### src/rtl/acc_cpu_seq_ctrl.sv
// acc_cpu_seq_ctrl: run/step/load sequencer for the 4-bit accumulator CPU.
// It drives the CPU mode bit and the accumulator load value.
// It keeps a shadow program counter and an executed-cycle counter.
// It stops a run on a stop request, on the run-length limit, or on a breakpoint.
// Optional feature macro: ACC_SEQ_BREAKPOINT_EN (halt before executing bp_addr_i).
module acc_cpu_seq_ctrl #(
    parameter int PC_W    = 4,
    parameter int PC_LAST = 5,
    parameter int CNT_W   = 8
) (
    input  logic             clk,
    input  logic             rst_n,
    input  logic             start_i,
    input  logic             stop_i,
    input  logic             step_i,
    input  logic             load_i,
    input  logic [3:0]       load_data_i,
    input  logic [CNT_W-1:0] run_len_i,
    input  logic             bp_en_i,
    input  logic [PC_W-1:0]  bp_addr_i,
    output logic             exec_mode_o,
    output logic [3:0]       acc_load_o,
    output logic [PC_W-1:0]  pc_o,
    output logic [CNT_W-1:0] cycles_o,
    output logic [2:0]       state_o,
    output logic             busy_o,
    output logic             done_o,
    output logic             bp_hit_o
);

    typedef enum logic [2:0] {
        S_IDLE = 3'd0,
        S_LOAD = 3'd1,
        S_RUN  = 3'd2,
        S_STEP = 3'd3,
        S_HALT = 3'd4
    } state_t;

    localparam logic [PC_W-1:0] LP_PC_LAST = PC_LAST[PC_W-1:0];

    state_t           r_state;
    state_t           w_stateNext;
    logic [PC_W-1:0]  r_pc;
    logic [CNT_W-1:0] r_cycles;
    logic [3:0]       r_accLoad;
    logic             r_done;
    logic             r_bpHit;

    logic [PC_W-1:0]  w_pcNext;
    logic [CNT_W-1:0] w_cycInc;
    logic             w_lenHit;
    logic             w_bpMatch;
    logic             w_exec;
    logic             w_clrCyc;
    logic             w_doLoad;
    logic             w_done;
    logic             w_bpPulse;
    logic             w_setMask;

    // Next shadow PC wraps from the last program address back to zero.
    // The cycle count saturates at all-ones.
    // Using >= on the limit means a resume that is already at the limit runs one cycle and halts.
    always_comb begin
        w_pcNext = (r_pc == LP_PC_LAST) ? '0 : r_pc + 1'b1;
        w_cycInc = (r_cycles == '1) ? r_cycles : r_cycles + 1'b1;
        w_lenHit = (run_len_i != '0) && (w_cycInc >= run_len_i);
    end

`ifdef ACC_SEQ_BREAKPOINT_EN
    logic r_bpMask;

    // The breakpoint is masked for the first RUN cycle after a resume from HALT.
    // This lets execution leave the breakpoint address.
    always_ff @(posedge clk or negedge rst_n) begin
        if (!rst_n) r_bpMask <= 1'b0;
        else        r_bpMask <= w_setMask;
    end

    // A breakpoint matches when the address about to be reached equals bp_addr_i.
    always_comb begin
        w_bpMatch = bp_en_i && !r_bpMask && (w_pcNext == bp_addr_i);
    end
`else
    logic w_unusedBp;

    // Without the feature the breakpoint pins are dead and never match.
    always_comb begin
        w_unusedBp = &{1'b0, bp_en_i, bp_addr_i, w_setMask};
        w_bpMatch  = 1'b0;
    end
`endif

    // Next-state and control decode.
    // Request priority is stop > load > step > start.
    // The order of the if/else chains encodes that priority.
    always_comb begin
        w_stateNext = r_state;
        w_exec      = 1'b0;
        w_clrCyc    = 1'b0;
        w_doLoad    = 1'b0;
        w_done      = 1'b0;
        w_bpPulse   = 1'b0;
        w_setMask   = 1'b0;
        case (r_state)
            S_IDLE: begin
                if (load_i) begin
                    w_stateNext = S_LOAD;
                    w_doLoad    = 1'b1;
                end else if (step_i) begin
                    w_stateNext = S_STEP;
                end else if (start_i) begin
                    w_stateNext = S_RUN;
                    w_clrCyc    = 1'b1;
                end
            end
            S_LOAD: begin
                w_stateNext = S_IDLE;
            end
            S_RUN: begin
                w_exec = 1'b1;
                if (stop_i) begin
                    w_stateNext = S_HALT;
                    w_done      = w_lenHit;
                end else if (w_bpMatch) begin
                    w_stateNext = S_HALT;
                    w_bpPulse   = 1'b1;
                end else if (w_lenHit) begin
                    w_stateNext = S_HALT;
                    w_done      = 1'b1;
                end
            end
            S_STEP: begin
                w_exec      = 1'b1;
                w_stateNext = S_HALT;
                w_done      = 1'b1;
            end
            S_HALT: begin
                if (stop_i) begin
                    w_stateNext = S_IDLE;
                end else if (load_i) begin
                    w_stateNext = S_LOAD;
                    w_doLoad    = 1'b1;
                end else if (step_i) begin
                    w_stateNext = S_STEP;
                end else if (start_i) begin
                    w_stateNext = S_RUN;
                    w_setMask   = 1'b1;
                end
            end
            default: begin
                w_stateNext = S_IDLE;
            end
        endcase
    end

    // State, shadow PC, cycle counter, load value and completion pulses.
    // PC and count advance only in executed (RUN/STEP) cycles.
    // A fresh run from IDLE clears the count.
    always_ff @(posedge clk or negedge rst_n) begin
        if (!rst_n) begin
            r_state   <= S_IDLE;
            r_pc      <= '0;
            r_cycles  <= '0;
            r_accLoad <= '0;
            r_done    <= 1'b0;
            r_bpHit   <= 1'b0;
        end else begin
            r_state <= w_stateNext;
            r_done  <= w_done;
            r_bpHit <= w_bpPulse;
            if (w_exec)   r_pc      <= w_pcNext;
            if (w_doLoad) r_accLoad <= load_data_i;
            if (w_clrCyc)    r_cycles <= '0;
            else if (w_exec) r_cycles <= w_cycInc;
        end
    end

    assign state_o     = r_state;
    assign exec_mode_o = (r_state == S_RUN) || (r_state == S_STEP);
    assign busy_o      = (r_state == S_RUN) || (r_state == S_STEP);
    assign acc_load_o  = r_accLoad;
    assign pc_o        = r_pc;
    assign cycles_o    = r_cycles;
    assign done_o      = r_done;
    assign bp_hit_o    = r_bpHit;

endmodule

### config.mk
export PLATFORM = sky130hd
export DESIGN_NAME = acc_cpu_seq_ctrl
export DESIGN_NICKNAME = d
export VERILOG_FILES = /design/src/rtl/acc_cpu_seq_ctrl.sv
export SDC_FILE = /design/constraint.sdc
export NUM_CORES = 1
export LEC_CHECK = 0
export ABC_CLOCK_PERIOD_IN_PS = 6850
export CAP_MARGIN = 30
export CORE_ASPECT_RATIO = 2
export CORE_MARGIN = 1.5
export CORE_UTILIZATION = 50
export CTS_BUF_LIST = sky130_fd_sc_hd__clkbuf_4
export CTS_CLUSTER_DIAMETER = 200
export DETAILED_ROUTE_END_ITERATION = 12
export PLACE_DENSITY_LB_ADDON = 0.3
export RECOVER_POWER = 50
export SKIP_LAST_GASP = 1
export SLEW_MARGIN = 10
export SYNTH_ARGS = -nofsm -noshare
export SYNTH_HDL_FRONTEND = slang
export SYNTH_SLANG_ARGS = --single-unit
### constraint.sdc
create_clock -name clk -period 6.85 [get_ports clk]
set_clock_uncertainty 0.2 [all_clocks]
set_input_delay 1.37 -clock clk [delete_from_list [all_inputs] [get_ports clk]]
set_output_delay 1.37 -clock clk [all_outputs]
set_load 0.05 [all_outputs]
==> impl_metrics.tcl, run 1 <==
set metrics [dict create \
    status "completed" \
    grt_usage_pct 23.9 \
    cpMaxStageDelayCell "clkdlybuf4s50_1" \
    cts_root_buf "clkbuf_4" \
    h-tree-depth 1 \
    fin_crit_ns 4.10 \
    die_h_um 76.0 \
    core-area_mm2 0.00254 \
    tightest_slew_ns 0.559 \
    syn_avg_cell_area_um2 9.06 \
    use_met2_pct 44.4 \
    synth_nets 179 \
    syn_inst 147 \
    synth_cell_types 44 \
    layout.nets 219 \
    ant_nets 0 \
    synth_flop_cell "dfrtp_1" \
    fmax_ghz 0.244 \
    relSlewSlack_pct 62.7 \
    synth-async-reset-ratio_pct 100 \
    cp-end-kind "primary output" \
    die_x_um 39.5 \
    path_clk_slew_ns 0.11 \
    r2r-end "state_o[1]" \
    port-buffer-count 39 \
    drt_iter0_drc 25 \
    dieArea_mm2 0.00300 \
    finalSetupViolCount 0 \
    gp_congestion 0.850 \
    rsz0062_at_grt "false" \
    num_vias 1232 \
    final.period_utilization_pct 59.8 \
    cp-start-kind "flop" \
    grt_use_met1_pct 23.3 \
    hp-class "flop to flop" \
    crit_end "exec_mode_o" \
    p_leak_nw 0.755 \
    clock_sinks 20 \
    wl_per_cell_um 15.3 \
    dp_hpwl_um 2480 \
    rows 26 \
    crit_fanout 17 \
    area_growth_pct 31.0 \
    worstPathRequired_ns 5.28 \
    top_usage_layer "met2" \
    detail_route.drc_violations 0 \
    crit_type "flop to primary output" \
    maxCapViolCount 0 \
    initial_core_util_pct 52.5 \
    ys_seq_area_share_pct 37.6 \
    path_cells "nand2b_1 -> inv_1 -> clkdlybuf4s50_1" \
    syn-cell-area_mm2 0.00133 \
    finalWirelength_um 3260 \
    crit_arrival_ns 2.53 \
    powerDensity_mw_per_mm2 431 \
    drv_slew 0 \
    hold_buffers 0 \
    max_stage_delay_ns 0.91 \
    cts_buffers 3 \
    grt_max_degree 21 \
    antenna_found_initial 0 \
    dr.pass1.iters 4 \
    tns_ns 0 \
    vias_per_cell 5.78 \
    hold_viol 0 \
    ioPinCount 46 \
    clk_latency_ns 0.30 \
    worstReg2RegStart "cycles_o[0]" \
    dp_slack_ns 3.13 \
    grt_use_met3_pct 2.04 \
    reg2reg_slack_ns 3.77 \
    cts_resized 0 \
    grt_pass1_vias 1226 \
    vdd_drop_max_v 0.000304 \
    synth_edf_count 0 \
    reg2regPathDepth 9 \
    drive_gt1_share_pct 8.11 \
    grt_pass1_wl_um 5110 \
    worst_slack_ns 2.75 \
    gr-total-overflow 0 \
    cts_tree "yes" \
    n_antenna_cell 0 \
    ys_ff_latch 20 \
    synth-warning-count 0 \
    crit_start "state_o[2]" \
    clockBufferDepth 2 \
    cts_setup_buffers 0 \
]
==> final cells by class <==
class                           count  area (µm²)
Clock buffer                        3        22.5
Fill cell                         222         792
Inverter                           13        48.8
Multi-Input combinational cell    109         744
Sequential cell                    20         500
Tap cell                           28        35.0
Timing Repair Buffer               40         394
==> critical path, delay by kind of cell, from the launching register on <==
| family | cells | cell delay [ns] |
|---|---|---|
| and+or+nand+nor | 1 | 0.34 |
| buffers and inverters | 2 | 1.42 |
| DFF | 1 | 0.46 |
==> kinds of logic (layout without fill, tap and decap cells) <==
| group | count (synthesis) | count (layout) | synth area share (%) |
|---|---|---|---|
| muxes | 6 | 6 | 5.07 |
| buffers and inverters | 18 | 56 | 6.57 |
| other | 1 | 1 | 0.281 |
| xor gates and xnor gates | 5 | 5 | 3.29 |
| AOI/OAI and AO/OA | 38 | 38 | 19.2 |
| adders and majority gates | 9 | 9 | 8.45 |
| and+or+nand+nor | 50 | 50 | 19.6 |
| DFF | 20 | 20 | 37.6 |
==> sequential cells by signal (all words and copies together), names as in the netlist <==
register	count
cycles_o	8
done_o	1
state_o	3
pc_o	4
acc_load_o	4
==> Yosys cell counts, types with 2 or more instances <==
cell type	count	area [µm²]
a211oi_1	2	15.0
a211oi_2	2	25.0
a21oi_1	11	55.1
a41oi_1	2	17.5
and2_1	2	12.5
and3_1	2	12.5
buf_4	3	22.5
dfrtp_1	20	500
ha_1	9	113
inv_1	13	48.8
mux2_2	6	67.6
nand2_1	11	41.3
nand3_1	5	25.0
nor2_1	12	45.0
nor2b_1	2	12.5
nor3_1	2	10.0
nor4_1	4	25.0
o21a_1	2	15.0
o21ai_0	8	40.0
o21bai_1	2	15.0
xnor2_1	4	35.0
==> layer usage <==
metal,share of wire [%],vias to the layer above
met5,0,-
met4,1.7,0
met3,4.1,5
met2,58,49
met1,36,576
li1,-,602
==> report_power, final <==
group	total [mW]	leakage [nW]	switching [mW]	internal, mW
combinational	0.477	0.484	0.302	0.174
sequential	0.218	0.257	0.0553	0.162
clock	0.0579	0.0138	0.0374	0.0205
==> layout by cell type, fill, tap and decap left out, types with 2 or more instances in the layout <==
| cell type | count |
|---|---|
| clkdlybuf4s50_1 | 36 |
| dfrtp_1 | 20 |
| inv_1 | 13 |
| nor2_1 | 12 |
| nand2_1 | 11 |
| a21oi_1 | 11 |
| ha_1 | 9 |
| o21ai_0 | 8 |
| mux2_2 | 6 |
| nand3_1 | 5 |
| xnor2_1 | 4 |
| nor4_1 | 4 |
| clkbuf_4 | 3 |
| dlygate4sd3_1 | 3 |
| and2_1 | 2 |
| and3_1 | 2 |
| a211oi_2 | 2 |
| o21a_1 | 2 |
| nor2b_1 | 2 |
| a41oi_1 | 2 |
| a211oi_1 | 2 |
| o21bai_1 | 2 |
| nor3_1 | 2 |
==> how the worst min path moves through the flow <==
stage               to    start  cells past startpoint  slack [ns]
2_1_floorplan  pc_o[3]  pc_o[3]                      1        0.60
4_1_cts        pc_o[3]  pc_o[3]                      1        0.31
5_1_grt        pc_o[3]  pc_o[3]                      1        0.32
3_5_place_dp   pc_o[3]  pc_o[3]                      1        0.29
3_3_place_gp   pc_o[3]  pc_o[3]                      1        0.29
6_report       pc_o[3]  pc_o[3]                      1        0.30
==> per-stage QoR <==
| step | area [µm²] | hold WS, ns | total power [mW] | cells | utilization (%) |
|---|---|---|---|---|---|
| after floorplan | 1330 | 0.602 | 0.549 | 147 | - |
| after global placement | 1720 | 0.289 | 0.681 | 209 | 67.8 |
| after detailed placement | 1720 | 0.288 | 0.694 | 209 | 67.8 |
| after CTS | 1740 | 0.307 | 0.752 | 212 | 68.6 |
| after global routing | 1750 | 0.322 | 0.793 | 213 | 68.8 |
| final | 1750 | 0.303 | 0.752 | 213 | 68.8 |
No activity file was read; power rests on OpenSTA's default activity.
==> run 2: changes to the inputs <==
--- a/config.mk
+++ b/config.mk
@@ -5,11 +5,11 @@
 export SDC_FILE = /design/constraint.sdc
 export NUM_CORES = 1
 export LEC_CHECK = 0
-export ABC_CLOCK_PERIOD_IN_PS = 6850
+export ABC_CLOCK_PERIOD_IN_PS = 4300
 export CAP_MARGIN = 30
 export CORE_ASPECT_RATIO = 2
 export CORE_MARGIN = 1.5
-export CORE_UTILIZATION = 50
+export CORE_UTILIZATION = 47
 export CTS_BUF_LIST = sky130_fd_sc_hd__clkbuf_4
 export CTS_CLUSTER_DIAMETER = 200
 export DETAILED_ROUTE_END_ITERATION = 12
==> constraint.sdc (replaced) <==
create_clock -name clk -period 4.3 [get_ports clk]
set_clock_uncertainty 0.2 [all_clocks]
set_input_delay 0.86 -clock clk [delete_from_list [all_inputs] [get_ports clk]]
set_output_delay 0.86 -clock clk [all_outputs]
set_load 0.05 [all_outputs]
==> impl_metrics.tcl, run 2 (same netlist as run 1, synthesis figures left out) <==
set metrics [dict create \
    status "completed" \
    cpMaxStageDelayCell "clkdlybuf4s50_1" \
    rsz0062_at_grt "false" \
    h-tree-depth 1 \
    cts_buffers 3 \
    cts_tree "yes" \
    dp_slack_ns 1.15 \
    p_total_mw 1.26 \
    final_cell_mix "clkdlybuf4s50_1 (36), dfrtp_1 (20), inv_1 (13)" \
    path_delay_family "buffers and inverters" \
    cts_root_buf "clkbuf_4" \
    drv_slew 0 \
    num_vias 1295 \
    fin_crit_ns 3.53 \
    tns_ns 0 \
    detail_route.drc_violations 0 \
    die_h_um 78.3 \
    drt_iter0_drc 41 \
    crit_arrival_ns 2.47 \
    crit_fanout 17 \
    cp-start-kind "flop" \
    ioPinCount 46 \
    p_leak_nw 0.769 \
    relSlewSlack_pct 50.9 \
    maxCapViolCount 0 \
    core-area_mm2 0.00274 \
    worstPathRequired_ns 3.24 \
    clk_latency_ns 0.32 \
    holdWs_ns 0.316 \
    layout_commonest_cell "clkdlybuf4s50_1" \
    crit_buf_inv 2 \
    dp_hpwl_um 2480 \
    gr-total-overflow 0 \
    gp_congestion 0.851 \
    worst_slack_ns 0.769 \
    die_x_um 40.7 \
    hold_buffers 0 \
    hp-class "flop to flop" \
    clockBufferDepth 2 \
    grt_pass1_vias 1268 \
    powerDensity_mw_per_mm2 709 \
    crit_type "flop to primary output" \
    vdd_drop_max_v 0.000466 \
    antenna_found_initial 0 \
    layout.nets 219 \
    wl_per_cell_um 15.1 \
    dieArea_mm2 0.00318 \
    tightest_slew_ns 0.736 \
    dr.pass1.iters 4 \
    cts_resized 0 \
    cp-end-kind "primary output" \
    initial_core_util_pct 48.7 \
    drive_gt1_share_pct 8.60 \
    port-buffer-count 39 \
    final.period_utilization_pct 82.1 \
    path_cells "nand2b_1 -> inv_1 -> clkdlybuf4s50_1" \
    finalWirelength_um 3240 \
    fmax_ghz 0.283 \
    vias_per_cell 6.02 \
    final_cell_area_mm2 0.00178 \
    path_clk_slew_ns 0.12 \
    fin_util_pct 64.9 \
    grt_usage_pct 23.7 \
    largest_register_ffs 8 \
    ant_nets 0 \
    placed_cells 210 \
    grt_pass1_wl_um 5360 \
    area_growth_pct 33.3 \
    stdcell_count 215 \
    dpl_cell_area_mm2 0.00172 \
    grt_max_degree 21 \
    max_stage_delay_ns 0.90 \
    n_antenna_cell 0 \
    cts_setup_buffers 0 \
    finalSetupViolCount 0 \
    clock_sinks 20 \
    hold_viol 0 \
    rows 27 \
]
==> run 2: cell count changes in the layout (fill, tap and decap cells not counted) <==
cell / before / now
bufinv_16: 0 / 1
==> run 2: power breakdown <==
group	internal (mW)	total (mW)	switching [mW]
clock network	0.0944	0.159	0.0643
logic	0.277	0.756	0.479
registers	0.258	0.345	0.0864
total	0.630	1.26	0.629
==> run 2: worst paths after layout <==
path,from,to,slack (ns),cells past startpoint
setup / recovery,state_o[2],exec_mode_o,0.77,3
hold / removal,pc_o[3],pc_o[3],0.32,1
setup reg to reg,cycles_o[0],state_o[1],1.30,9
hold reg to reg,pc_o[3],pc_o[3],0.32,1
max in group asynchronous,rst_n,cycles_o[3],2.27,2
min in group asynchronous,rst_n,cycles_o[2],0.67,1
==> run 2: routing by layer <==
layer  part of all wire [%]  up-vias  global-route usage (%)
met5                      0        -                       0
met4                    2.9        0                    9.33
met3                    6.0        9                    3.67
met2                     56       57                    42.4
met1                     35      622                    25.0
li1                       -      607                       -
==> run 2: layout make-up <==
class                   instances  area, µm²
clock buffers                   3       22.5
clock inverters                 1       30.0
fillers                       229        960
inverters                      13       48.8
multi-input cells             109        744
flip-flops and latches         20        500
well taps                      29       36.3
repair buffers                 40        394
